==> config.mk <==
export PLATFORM = sky130hd
export DESIGN_NAME = example_module_ctr
export DESIGN_NICKNAME = d
export VERILOG_FILES = /design/src/rtl/example_module_ctr.sv
export SDC_FILE = /design/constraint.sdc
export NUM_CORES = 1
export LEC_CHECK = 0
export ABC_AREA = 1
export CAP_MARGIN = 20
export CORE_ASPECT_RATIO = 0.8
export CORE_UTILIZATION = 35
export DETAILED_ROUTE_END_ITERATION = 6
export DONT_BUFFER_PORTS = 1
export HOLD_SLACK_MARGIN = 0.02
export PLACE_DENSITY = 0.6
export RECOVER_POWER = 50
export SYNTH_ARGS = -nofsm -noshare
export SYNTH_HDL_FRONTEND = slang
export SYNTH_SLANG_ARGS = --single-unit
==> constraint.sdc <==
create_clock -name clk -period 4 [get_ports clk]
set_input_delay 0.6 -clock clk [delete_from_list [all_inputs] [get_ports clk]]
set_output_delay 0.6 -clock clk [all_outputs]
set_load 0.005 [all_outputs]
==> src/rtl/example_module_ctr.sv <==
// example_module_ctr
// Free-running up-counter with a programmable step, terminal value and clock
// prescaler. The count advances once every PRESCALE clock cycles; an advance
// that would carry the count past MAX_COUNT wraps it to 0 instead. All state
// is cleared by a synchronous, active-high reset.

module example_module_ctr #(
    parameter int unsigned WIDTH     = 8,
    parameter int unsigned STEP      = 1,
    parameter int unsigned MAX_COUNT = (2 ** WIDTH) - 1,
    parameter int unsigned PRESCALE  = 1
) (
    input  logic             clk,
    input  logic             reset,
    output logic [WIDTH-1:0] count
);

    // The prescaler needs at least one bit even when PRESCALE is 1, in which
    // case it sits at 0 and every cycle is an advance.
    localparam int unsigned      PRE_W    = (PRESCALE > 1) ? $clog2(PRESCALE) : 1;
    localparam logic [PRE_W-1:0] PRE_LAST = PRE_W'(PRESCALE - 1);

    // Step and terminal value carried one bit wider than the count so the
    // carry-out of count+STEP takes part in the terminal comparison.
    localparam logic [WIDTH:0] STEP_EXT = (WIDTH + 1)'(STEP);
    localparam logic [WIDTH:0] MAX_EXT  = (WIDTH + 1)'(MAX_COUNT);

    logic [PRE_W-1:0] r_pre;
    logic [WIDTH-1:0] r_count;

    logic             w_advance;
    logic [PRE_W-1:0] w_next_pre;
    logic [WIDTH:0]   w_sum;
    logic             w_fits;
    logic [WIDTH-1:0] w_next_count;

    // An advance happens on the last cycle of each prescale period.
    assign w_advance  = (r_pre == PRE_LAST);
    assign w_next_pre = w_advance ? '0 : r_pre + PRE_W'(1);

    // A count above MAX_COUNT (unreachable) also fails this test, so it
    // falls back to 0 on the next advance like any other overflow.
    assign w_sum        = {1'b0, r_count} + STEP_EXT;
    assign w_fits       = (w_sum <= MAX_EXT);
    assign w_next_count = w_fits ? w_sum[WIDTH-1:0] : '0;

    // Prescaler and count registers; reset wins over an advance on the same edge.
    always_ff @(posedge clk) begin
        // NOTE: reset is sampled only here, on the clock edge; it is not in the
        // sensitivity list, and non-blocking assignments keep every register
        // reading the pre-edge values of the others.
        if (reset) begin
            r_pre   <= '0;
            r_count <= '0;
        end else begin
            r_pre <= w_next_pre;
            if (w_advance) begin
                r_count <= w_next_count;
            end
        end
    end

    // The output is the register itself: no logic between inputs and count.
    assign count = r_count;

endmodule

Yosys cells after proc, flatten, opt, wreduce, memory -nomap -nowiden --
Index checks and enable logic that the tools add are counted.
Operators by class: add/sub/neg operators 2, order comparisons 1, muxes and demuxes 1, bitwise gates (word level) 1, reductions and logical operators 1
Operators by type and width (count):
- adder 8 x 1 -> 9 bit (second input constant) | 1
- less-or-equal comparator 9 x 8 -> 1 bit (second input constant) | 1
- 2-to-1 mux 8 bit | 1
- OR reduction 2 bit | 1
- adder 1 bit (second input constant) | 1
- NOT 1 bit | 1
Word-level totals: flip-flop bits (word level) 9, input port bits 2, output and inout bits 8, word-level logic and storage cells 8

Depth between registers and ports, before layout --
depth after elaboration 3, mapped depth 10

Least setup slack after synthesis --
Ideal clock, no wire load.
path type register -> register, from reg r_count[0] (netlist: count[0]), to reg r_count[0] (netlist: count[0]), library setup time 0.128 ns, data arrival time 1.403 ns, data required time 3.872 ns, path slack 2.469 ns, stages on the path, launching flop included 11, period minus slack after synthesis 1.531 ns, cells stage by stage dfxtp_1 > inv_1 > ha_1 > inv_1 > nand2_1 > nor2_1 > nand2_1 > nor2_2 > nand3_4 > nand3_1 > a21oi_1
Between the ends: word-level cells in the longest chain between the ends 3
RTL lines:
- start, declared | line 29 | logic [WIDTH-1:0] r_count;
- start signal, assigned | line 58 | r_count <= w_next_count;
- adder 8 x 1 -> 9 bit (*) | line 43 | assign w_sum = {1'b0, r_count} + STEP_EXT;
- less-or-equal comparator 9 x 8 -> 1 bit | line 44 | assign w_fits = (w_sum <= MAX_EXT);
- 2-to-1 mux 8 bit (*) | line 45 | assign w_next_count = w_fits ? w_sum[WIDTH-1:0] : '0;
Every way passes the cells marked *; elsewhere a longest branch is shown, timed or not. A chain may end at the register's enable or synchronous reset.

Worst setup path in the final report --
from reg r_count[0] (netlist: count[0]), to reg r_count[1] (netlist: count[1])
Same word-level chain as after synthesis.

==> Flow_metrics.wiki <==
{| class="wikitable"
! Metric !! Value
|-
| Initial Util || 0.395
|-
| Top-area cell type share of the netlist area || 0.313
|-
| YS warnings || 0
|-
| Int Power || 132 uW
|-
| Post-CTS sizing || 0
|-
| WHS Endpoint || count[7]
|-
| Post-synth top cells || sky130_fd_sc_hd__nand2_1, sky130_fd_sc_hd__nand3_1, sky130_fd_sc_hd__a21oi_1, sky130_fd_sc_hd__dfxtp_1, sky130_fd_sc_hd__nor2_1
|-
| Global-route wire length before repair || 1830 um
|-
| Clk Latency, worst-skew pair || 0.26 ns
|-
| Gate power share || 0.043
|-
| Static leakage power || 0.225 nW
|-
| Die area || about 0.0018 mm^2
|-
| Largest area contributor in the netlist || sky130_fd_sc_hd__dfxtp_1
|-
| Final-report hold violation count || 0
|-
| Global route overflow || 0
|-
| Avg Cell Area, Syn || about 6.5 um^2
|-
| Arrival time of the worst setup path || 1.85 ns
|-
| Clock transition at the register clock pins on the worst setup and hold paths after CTS || 0.07 ns
|-
| Dpl ws || 2.30 ns
|-
| Number of port buffers || 0
|-
| Seq/Total Area, Yosys || 0.313
|-
| Ant diodes || 0
|-
| CP Capture Type || flop
|-
| Root Buffer || sky130_fd_sc_hd__clkbuf_4
|-
| Top fanout value on the critical path || 8
|-
| Power per cell area || 286 mW/mm^2
|-
| Number of enable-type register cells in the synthesized netlist || 0
|-
| Path category of the worst min-delay check || primary input to flop
|-
| Sum of negative setup slack || 0 ns
|-
| Worst Max-Slew Pin Slew || 0.500 ns
|-
| Post-Synthesis Net Count || 92
|-
| Placer Congestion || 0.769
|-
| Number of setup violations in the final report || 0
|-
| Post-Synthesis Cells || 88
|-
| Cell types occupying the most area after synthesis || sky130_fd_sc_hd__dfxtp_1, sky130_fd_sc_hd__nand2_1, sky130_fd_sc_hd__nand3_1
|-
| Filler Cells Inserted || 167
|-
| Maximum number of pins on one net before global-route repair || 17
|-
| Unique masters post-synth || 21
|-
| Reported max-cap violation count || 0
|-
| Setup slack of the most critical reg-to-reg path || 2.30 ns
|-
| Final non-filler cell total || 110
|-
| Cell area after technology mapping || about 580 um^2
|-
| TritonCTS Buffers || 3
|-
| Register bit count reported by yosys || 9
|-
| Site row count || 12
|-
| Capturing point of the worst reg2reg path || count[1]
|-
| Ys async rst share || 0
|-
| DR vias/cell || 4.75
|-
| Core area || 0.00146 mm^2
|-
| Number of global-route vias before repair || 423
|-
| Number of search-and-repair iterations in the first detailed-routing pass || 4
|-
| P_sw || 44.6 uW
|-
| Worst stage delay on the critical path || between 0.5 and 0.6 ns
|-
| Routing usage on met3 || 0.0943
|-
| GRT Max-Usage Layer || met1
|-
| Initial DRC count || 16
|-
| Drt wl/cell || 10.4 um
|-
| Number of placed cells counting well taps || 106
|-
| Unrepaired setup endpoints after global routing || false
|-
| Cells on worst reg2reg path || 10
|-
| Signed area change from the synthesized netlist to the final layout || 7.39%
|-
| Cell type of the slowest stage on the worst timing path || sky130_fd_sc_hd__dfxtp_1
|-
| Final worst-path cycle share || 0.424
|-
| CP required || 4.16 ns
|-
| Part of the total power dissipated in sequential elements || 0.551
|-
| Clock tree from TritonCTS || yes
|-
| Cell depth of the worst min-delay path || 1
|-
| Switching fraction of total power || 0.252
|-
| Proportion of layout cells with a drive suffix above 1 || 0.157
|-
| Worst IR Drop VDD || 0.249 mV
|-
| Start point of the worst min-delay path || reset
|-
| Critical Path Start Type || flop
|-
| Setup WS post-layout || 2.30 ns
|-
| Buffer count from post-CTS setup fixing || 0
|-
| Launch instance of the worst register-to-register path || count[0]
|-
| Clock power frac || 0.406
|-
| Remaining DRCs || 0
|-
| Worst rel slew slack || 0.666
|-
| Sequence of cells on the critical path || ha_1, nand2_2, nor2_2, nand2_1, nand2_1, nand2_2, nor2_4, nand3_4, nand3_1, a21oi_1
|-
| Hold_buf cts || 0
|-
| Post-DP HPWL || 857 um
|-
| Die height || between 30 and 40 um
|-
| Worst setup path category || flop to flop
|-
| Run status || complete, no violations
|-
| Met2 usage || 0.195
|-
| Nets || 94
|-
| Maximum clock frequency || 0.589 GHz
|-
| Met1 demand-to-capacity share in global routing || 0.206
|-
| Via count || 523
|-
| Count of pins over their slew limit || 0
|-
| Clock H-tree levels || 1
|-
| Most instantiated flip-flop cell in the synthesis netlist || sky130_fd_sc_hd__dfxtp_1
|-
| Sum of routed wire length over all layers || 1150 um
|-
| Total number of clock tree sinks || 9
|-
| CTS Buffer Depth || 2
|-
| Clock skew || 0.000689 ns
|-
| Remaining number of nets flagged by the antenna check after routing || 0
|-
| Min cycle time layout || 1.70 ns
|-
| X dimension of the die || 47.3 um
|-
| Overall routing resource usage || 0.149
|-
| Top-count cell post-synth || sky130_fd_sc_hd__nand2_1
|-
| Antenna violations before repair || 0
|-
| Number of placed I/O pins || 10
|}
## critical path: cells and delay by family (launching register included)
kind / cells / cell delay, ns
flip-flops: 1 / 0.51
AO/OA/AOI/OAI: 1 / 0.07
AND/OR/NAND/NOR: 8 / 0.75
adder cells (fa/ha/maj): 1 / 0.26
## worst max path at each step
stage | startpoint | to | depth (start not counted)
5_1_grt | count[0] | count[4] | 10
3_3_place_gp | count[0] | count[1] | 10
6_report | count[0] | count[1] | 10
2_1_floorplan | count[0] | count[0] | 10
4_1_cts | count[0] | count[2] | 10
3_5_place_dp | count[0] | count[2] | 10
## metal layers
metal  part of all wire  routed length, um
met5                  0                  0
met4                  0                  0
met3              0.077                 88
met2               0.40                459
met1               0.52                598
## power groups by stage
| stage | sequential, mW | clock (mW) | combinational [mW] |
|---|---|---|---|
| finish | 0.0975 | 0.0718 | 0.00761 |
| global route | 0.0980 | 0.0796 | 0.00966 |
| CTS | 0.0975 | 0.0751 | 0.00772 |
| detailed placement | 0.0996 | 0 | 0.00769 |
| global placement | 0.0996 | 0 | 0.00756 |
| floorplan | 0.0966 | 0 | 0.00973 |
## state kept, by name (all words and copies together), names as in the netlist
name,cells
count,8
r_pre,1
## per-stage QoR
stage	util	hold slack [ns]	instance area, um^2	total power [mW]
finish	0.424	0.395	618	0.177
global route	0.424	0.375	618	0.187
CTS	0.424	0.387	618	0.180
detailed placement	0.405	0.516	591	0.107
global placement	0.405	0.509	591	0.107
floorplan	-	0.487	576	0.106
## layout make-up
class / instances / area (um^2) / share of cell area
Clock buffer: 3 / 22.5 / 0.0364
Clock inverter: 1 / 5.00 / 0.00810
Inverter: 10 / 37.5 / 0.0607
Multi-Input combinational cell: 66 / 347 / 0.561
Sequential cell: 9 / 180 / 0.291
Tap cell: 21 / 26.3 / 0.0425
## logic make-up (layout without fill, tap and decap cells)
| kind of cell | count (synthesis) | after routing | synth area share |
|---|---|---|---|
| DFF | 9 | 9 | 0.313 |
| adders and majority gates | 2 | 2 | 0.0435 |
| and+or+nand+nor | 50 | 50 | 0.428 |
| xor gates and xnor gates | 1 | 1 | 0.0152 |
| other | 1 | 1 | 0.00652 |
| buffers and inverters | 13 | 14 | 0.0848 |
| AOI/OAI and AO/OA | 12 | 12 | 0.109 |
## placed cells by master (no fill, tap or decap)
cell,netlist,layout
sky130_fd_sc_hd__nor2_2,2,2
sky130_fd_sc_hd__nand2_2,3,3
sky130_fd_sc_hd__xor2_1,1,1
sky130_fd_sc_hd__nor2_4,1,1
sky130_fd_sc_hd__nor2_1,8,8
sky130_fd_sc_hd__conb_1,1,1
sky130_fd_sc_hd__clkinv_2,0,1
sky130_fd_sc_hd__inv_2,2,2
sky130_fd_sc_hd__nand3_4,1,1
sky130_fd_sc_hd__nand2_1,21,21
sky130_fd_sc_hd__nand3_1,11,11
sky130_fd_sc_hd__nand3_2,1,1
sky130_fd_sc_hd__a21oi_1,10,10
sky130_fd_sc_hd__clkbuf_4,0,3
sky130_fd_sc_hd__clkinv_1,1,1
sky130_fd_sc_hd__ha_1,2,2
sky130_fd_sc_hd__o21bai_1,1,1
sky130_fd_sc_hd__nand4_1,2,2
sky130_fd_sc_hd__dfxtp_1,9,9
sky130_fd_sc_hd__o21ai_1,1,1
sky130_fd_sc_hd__inv_1,7,7
(Power assumes the default switching activity.)
